===== config.mk =====
export PLATFORM = sky130hd
export DESIGN_NAME = i2c_target
export DESIGN_NICKNAME = d
export VERILOG_FILES = /design/src/rtl/i2c_target.sv
export SDC_FILE = /design/constraint.sdc
export NUM_CORES = 1
export LEC_CHECK = 0
export BUFFER_PORTS_ARGS = -buffer_cell sky130_fd_sc_hd__buf_4
export CAP_MARGIN = 15
export CORE_ASPECT_RATIO = 0.75
export CORE_UTILIZATION = 36
export DETAILED_ROUTE_END_ITERATION = 10
export GPL_TIMING_DRIVEN = 0
export SLEW_MARGIN = 20
export SYNTH_ARGS = -nofsm -noshare
export SYNTH_HDL_FRONTEND = slang
export SYNTH_SLANG_ARGS = --single-unit

===== constraint.sdc =====
create_clock -name clk -period 5.5 [get_ports clk]
set_input_delay 1.1 -clock clk [delete_from_list [all_inputs] [get_ports clk]]
set_output_delay 1.1 -clock clk [all_outputs]
set_load 0.01 [all_outputs]

===== src/rtl/i2c_target.sv =====
// I2C target engine: oversampled SCL/SDA, START/STOP detection, 7-bit address match,
// parallel write-byte output and read-byte input. Open-drain SDA only, no clock stretching.
module i2c_target #(
    parameter logic [6:0] TARGET_ADDR = 7'h50,
    parameter int         SYNC_STAGES = 2
) (
    input  logic       clk,
    input  logic       reset,
    input  logic       scl_in,
    input  logic       sda_in,
    output logic       sda_oe,
    output logic [7:0] rx_data,
    output logic       rx_valid,
    input  logic [7:0] tx_data,
    output logic       tx_load,
    output logic       addr_match,
    output logic       busy
);

    typedef enum logic [2:0] {
        IDLE, ADDR, ADDR_ACK, WR_DATA, WR_ACK, RD_DATA, RD_ACK
    } state_t;

    logic [SYNC_STAGES-1:0] scl_sync, sda_sync;
    logic                   scl_d, sda_d;
    logic                   scl_s, sda_s;
    logic                   scl_rise, scl_fall, start_det, stop_det;

    state_t     state, state_nx;
    logic [7:0] shift, shift_nx, tx_sh, tx_sh_nx, rx_data_nx;
    logic [2:0] cnt, cnt_nx;
    logic       full, full_nx;
    logic       sda_oe_nx, rx_valid_nx, tx_load_nx, match_nx;

    // Synchronizers preset high so reset release on an idle bus shows no edge.
    always_ff @(posedge clk or posedge reset) begin
        if (reset) begin
            scl_sync <= '1;
            sda_sync <= '1;
            scl_d    <= 1'b1;
            sda_d    <= 1'b1;
        end else begin
            scl_sync <= {scl_sync[SYNC_STAGES-2:0], scl_in};
            sda_sync <= {sda_sync[SYNC_STAGES-2:0], sda_in};
            scl_d    <= scl_sync[SYNC_STAGES-1];
            sda_d    <= sda_sync[SYNC_STAGES-1];
        end
    end

    assign scl_s     = scl_sync[SYNC_STAGES-1];
    assign sda_s     = sda_sync[SYNC_STAGES-1];
    assign scl_rise  = scl_s & ~scl_d;
    assign scl_fall  = ~scl_s & scl_d;
    assign start_det = scl_s & sda_d & ~sda_s;
    assign stop_det  = scl_s & ~sda_d & sda_s;

    always_ff @(posedge clk or posedge reset) begin
        if (reset) begin
            state      <= IDLE;
            shift      <= 8'h00;
            tx_sh      <= 8'h00;
            cnt        <= 3'd0;
            full       <= 1'b0;
            sda_oe     <= 1'b0;
            rx_data    <= 8'h00;
            rx_valid   <= 1'b0;
            tx_load    <= 1'b0;
            addr_match <= 1'b0;
        end else begin
            state      <= state_nx;
            shift      <= shift_nx;
            tx_sh      <= tx_sh_nx;
            cnt        <= cnt_nx;
            full       <= full_nx;
            sda_oe     <= sda_oe_nx;
            rx_data    <= rx_data_nx;
            rx_valid   <= rx_valid_nx;
            tx_load    <= tx_load_nx;
            addr_match <= match_nx;
        end
    end

    // `full` marks that the 8th rise of a byte has been seen; in RD_ACK it
    // instead records that the controller ACKed.
    always_comb begin
        state_nx    = state;
        shift_nx    = shift;
        tx_sh_nx    = tx_sh;
        cnt_nx      = cnt;
        full_nx     = full;
        sda_oe_nx   = sda_oe;
        rx_data_nx  = rx_data;
        rx_valid_nx = 1'b0;
        tx_load_nx  = 1'b0;
        match_nx    = addr_match;

        if (start_det) begin
            state_nx  = ADDR;
            cnt_nx    = 3'd0;
            full_nx   = 1'b0;
            sda_oe_nx = 1'b0;
            match_nx  = 1'b0;
        end else if (stop_det) begin
            state_nx  = IDLE;
            cnt_nx    = 3'd0;
            full_nx   = 1'b0;
            sda_oe_nx = 1'b0;
            match_nx  = 1'b0;
        end else begin
            if (scl_rise && (state inside {ADDR, WR_DATA, RD_DATA})) begin
                shift_nx = {shift[6:0], sda_s};
                cnt_nx   = cnt + 3'd1;
                if (cnt == 3'd7) full_nx = 1'b1;
            end

            case (state)
                ADDR: if (scl_fall && full) begin
                    full_nx = 1'b0;
                    if (shift[7:1] == TARGET_ADDR) begin
                        sda_oe_nx = 1'b1;
                        match_nx  = 1'b1;
                        state_nx  = ADDR_ACK;
                    end else begin
                        state_nx = IDLE;
                    end
                end
                ADDR_ACK: if (scl_fall) begin
                    cnt_nx  = 3'd0;
                    full_nx = 1'b0;
                    if (!shift[0]) begin
                        sda_oe_nx = 1'b0;
                        state_nx  = WR_DATA;
                    end else begin
                        tx_sh_nx   = tx_data;
                        tx_load_nx = 1'b1;
                        sda_oe_nx  = ~tx_data[7];
                        state_nx   = RD_DATA;
                    end
                end
                WR_DATA: if (scl_fall && full) begin
                    full_nx     = 1'b0;
                    rx_data_nx  = shift;
                    rx_valid_nx = 1'b1;
                    sda_oe_nx   = 1'b1;
                    state_nx    = WR_ACK;
                end
                WR_ACK: if (scl_fall) begin
                    cnt_nx    = 3'd0;
                    full_nx   = 1'b0;
                    sda_oe_nx = 1'b0;
                    state_nx  = WR_DATA;
                end
                RD_DATA: if (scl_fall) begin
                    if (full) begin
                        full_nx   = 1'b0;
                        cnt_nx    = 3'd0;
                        sda_oe_nx = 1'b0;
                        state_nx  = RD_ACK;
                    end else begin
                        tx_sh_nx  = {tx_sh[6:0], 1'b0};
                        sda_oe_nx = ~tx_sh[6];
                    end
                end
                RD_ACK: begin
                    if (scl_rise) begin
                        if (sda_s) state_nx = IDLE;
                        else       full_nx  = 1'b1;
                    end else if (scl_fall && full) begin
                        full_nx    = 1'b0;
                        cnt_nx     = 3'd0;
                        tx_sh_nx   = tx_data;
                        tx_load_nx = 1'b1;
                        sda_oe_nx  = ~tx_data[7];
                        state_nx   = RD_DATA;
                    end
                end
                default: ;
            endcase
        end
    end

    assign busy = (state != IDLE);

endmodule


==> impl_metrics.tcl <==
set metrics [dict create \
    clock_skew_ns 0.004523 \
    finalCritPeriodShare 0.4612 \
    clk-insertion-delay-late_ns 0.29 \
    cts.clk_slew.worst_paths_ns 0.08 \
    globalRouteOverflowTotal 0 \
    worst-endpoint-arrival_ns 1.44 \
    cts-root-to-sink-buffers 2 \
    synth_fp_nets 190 \
    clock_tree_from_tritoncts "yes" \
    synth_mux_area_frac 0.1407 \
    netlist_area_um2 1938 \
    cp_slowest_cell "dfrtp_1" \
    tot_gr_track_use 0.1498 \
    seq_area_frac_synth 0.5203 \
    final-setup-viol-count 0 \
    timing.critical_path.from_type "flip-flop" \
    synth-warning-count 0 \
    detail_route.iter0.violations 60 \
    critPathCaptureType "output port" \
    num-nets-final 222 \
    stdcell_area_um2 2322 \
    synthSimpleGateAreaFrac 0.1369 \
    fin_cells 281 \
    number_of_global_route_vias_before_repair 1360 \
    synthXorXnorAreaFrac 0.009038 \
    total_negative_slack_for_setup_checks_ns 0 \
    grt_first_pass_wirelength_um 6486 \
    rsz0062_at_grt "no" \
    share_of_cells_above_drive_strength_1 0.3349 \
    combinational_family_with_the_most_area_after_synthesis "multiplexers" \
    std_cell_rows 22 \
    wire_per_inst_um 13.36 \
    synthCells 176 \
    yosys_register_bits 40 \
    number_of_buffers_inserted_during_clock_tree_synthesis 5 \
    worst_ir_drop_vdd_uv 160.1 \
    chain_of_cells_forming_the_critical_path "clkbuf_8 > or3_1 > buf_4" \
    outcome "completed" \
    timing.max_slew.rel_slack 0.6941 \
    syn_avg_cell_area_um2 11.01 \
    die_w_um 86.73 \
    drt_drc_violations_left 0 \
    die_h_um 65.55 \
    floorplan.core_area_um2 5037 \
    timing_max_transition_violations_final 0 \
    maximum_number_of_pins_on_one_net_before_global_route_repair 29 \
    report.power.total_mw 0.5864 \
    netlist_top_cells_area "dfrtp_1 44%, mux2_2 9.3%, dfstp_2 8.1%" \
    seq_area_um2 1008 \
    synth_adder_area_share 0.01291 \
    gp_congestion 0.8536 \
    cts.sinks 40 \
    period_needed_ns 2.536 \
    cts.htree.levels 2 \
    combined_area_of_the_multi_input_logic_cells_um2 837.1 \
    timing.critical_path.required_ns 4.40 \
    via_count 1402 \
    synth-compound-area-share 0.1323 \
    maxClockFrequency_mhz 394.3 \
    drv.max_cap_violation_count 0 \
    power_density_nw_per_um2 252.5 \
    drt_pass1_iterations 4 \
    path_max_fanout 10 \
    netlist.area_leader.share 0.4390 \
    placed_cells 273 \
    cellLeakagePower_nw 1.104 \
    timing_worst_setup_path_type "flip-flop to output port" \
    drtAntennaViolNets 0 \
    initial_core_util 0.3847 \
    number_of_antenna_violations_at_the_first_check_in_global_routing 0 \
    clockRootBuffer "clkbuf_8" \
    vias_per_cell 4.989 \
    n_diodes 0 \
    flow.area_growth_from_synthesis_pct 19.82 \
    post_cts_buffers 0 \
    worst-slew-pin-transition_ns 0.4576 \
    buffer_ports.inserted 24 \
    holdCritPathClass "flip-flop to flip-flop" \
    layout.core_utilization 0.4610 \
    post_dp_cell_area_um2 2228 \
    routed_wl_um 3755 \
    synthDistinctLibCells 42 \
    yosys.area.top_type "dfrtp_1" \
    cts_resized 0 \
    die_area_um2 5684 \
    design.portCount 25 \
    postCtsHoldBufs 0 \
    max_stage_delay_ns 0.42 \
    place.detailed.hpwl_um 2649 \
    final_hold_viol_count 0 \
    fillerInstances 487 \
]
## worst paths after layout
| path | from | end | slack [ns] | depth (start not counted) |
|---|---|---|---|---|
| max in group asynchronous | reset | scl_d$_DFF_PP1_ | 4.24 | 3 |
| setup reg to reg | scl_sync[1]$_DFF_PP1_ | shift[0]$_DFFE_PP0P_ | 3.42 | 6 |
| setup / recovery | state[0]$_DFFE_PP0P_ | busy | 2.96 | 3 |
| hold reg to reg | sda_sync[0]$_DFF_PP1_ | sda_sync[1]$_DFF_PP1_ | 0.36 | 0 |
| min in group asynchronous | reset | sda_oe$_DFFE_PP0P_ | 0.75 | 2 |
| hold / removal | sda_sync[0]$_DFF_PP1_ | sda_sync[1]$_DFF_PP1_ | 0.36 | 0 |
## cell type report
type / instances / share of cell area
plain buffers: 9 / 0.03179
clock buffers: 7 / 0.03718
clock inverters: 1 / 0.003233
inverters: 5 / 0.008082
multi-input cells: 122 / 0.3605
flip-flops and latches: 40 / 0.4343
well taps: 72 / 0.03879
repair buffers: 25 / 0.08621
## layout by cell type, fill, tap and decap left out, types with 2 or more instances in the layout
cell / synthesis / routed
buf_4: 2 / 26
clkbuf_8: 3 / 9
ha_1: 2 / 2
nand3_1: 5 / 5
xnor2_1: 2 / 2
a21oi_1: 16 / 16
dfstp_2: 6 / 6
mux2_2: 16 / 16
inv_1: 5 / 4
mux2i_1: 7 / 7
nor2b_1: 8 / 8
nand2b_1: 2 / 2
dfrtp_1: 34 / 34
buf_2: 2 / 2
a31oi_1: 2 / 2
nor3_1: 4 / 4
nor2_2: 2 / 2
nor2_1: 20 / 20
clkbuf_1: 2 / 3
mux2_1: 2 / 2
nand2_1: 5 / 5
o21ai_0: 9 / 9
## through the flow
stage | setup slack, ns | hold WS [ns]
2_1_floorplan | 3.442 | 0.3452
3_3_place_gp | 2.917 | 0.3456
3_5_place_dp | 3.279 | 0.3469
4_1_cts | 2.953 | 0.3582
5_1_grt | 2.924 | 0.3627
6_report | 2.964 | 0.3570
## Yosys cell counts (all sizes together)
cell	instances
dfrtp	34
nor2	22
mux2	18
a21oi	16
o21ai	9
nor2b	8
mux2i	7
dfstp	6
clkbuf	5
inv	5
nand2	5
nand3	5
buf	4
nor3	4
a31oi	2
and3	2
ha	2
nand2b	2
xnor2	2
a211oi	1
a21o	1
a221o	1
a22o	1
a311oi	1
a31o	1
and2b	1
nand4	1
nor3b	1
nor4b	1
o211ai	1
o21bai	1
o221a	1
o311ai	1
o31ai	1
o32a	1
o32ai	1
or3	1
## sequential cells by signal (all words and copies together), names as in the netlist
register and cells:
addr_match 1, rx_data 8, shift 8, cnt 3, state 3, tx_sh 7, sda_sync 2, sda_d 1
sda_oe 1, tx_load 1, rx_valid 1, scl_d 1, full 1, scl_sync 2
## logic make-up (layout without fill, tap and decap cells)
kind of cell    count (synthesis)  count (layout)
fa+ha+maj                       2               2
xor+xnor                        2               2
flops                          40              40
buf+inv                        14              47
simple gates                   53              53
compound gates                 40              40
mux                            25              25
## critical path, delay by kind of cell (launching register included)
kind / cells / cell delay [ns]
buf+inv: 2 / 0.34
simple gates: 1 / 0.39
flops: 1 / 0.42
## power breakdown
part | internal [mW] | switching [mW] | leakage (nW)
sequential | 0.307 | 0.0153 | 0.499
clock | 0.102 | 0.101 | 0.0445
combinational | 0.0296 | 0.0307 | 0.560
## routing by layer
metal	up-vias	track usage	wire, um
met5	-	0	0
met4	0	0.05625	50
met3	7	0.04271	206
met2	32	0.2153	1596
met1	671	0.2131	1901
li1	692	-	-
No activity file was read; power rests on OpenSTA's default activity.
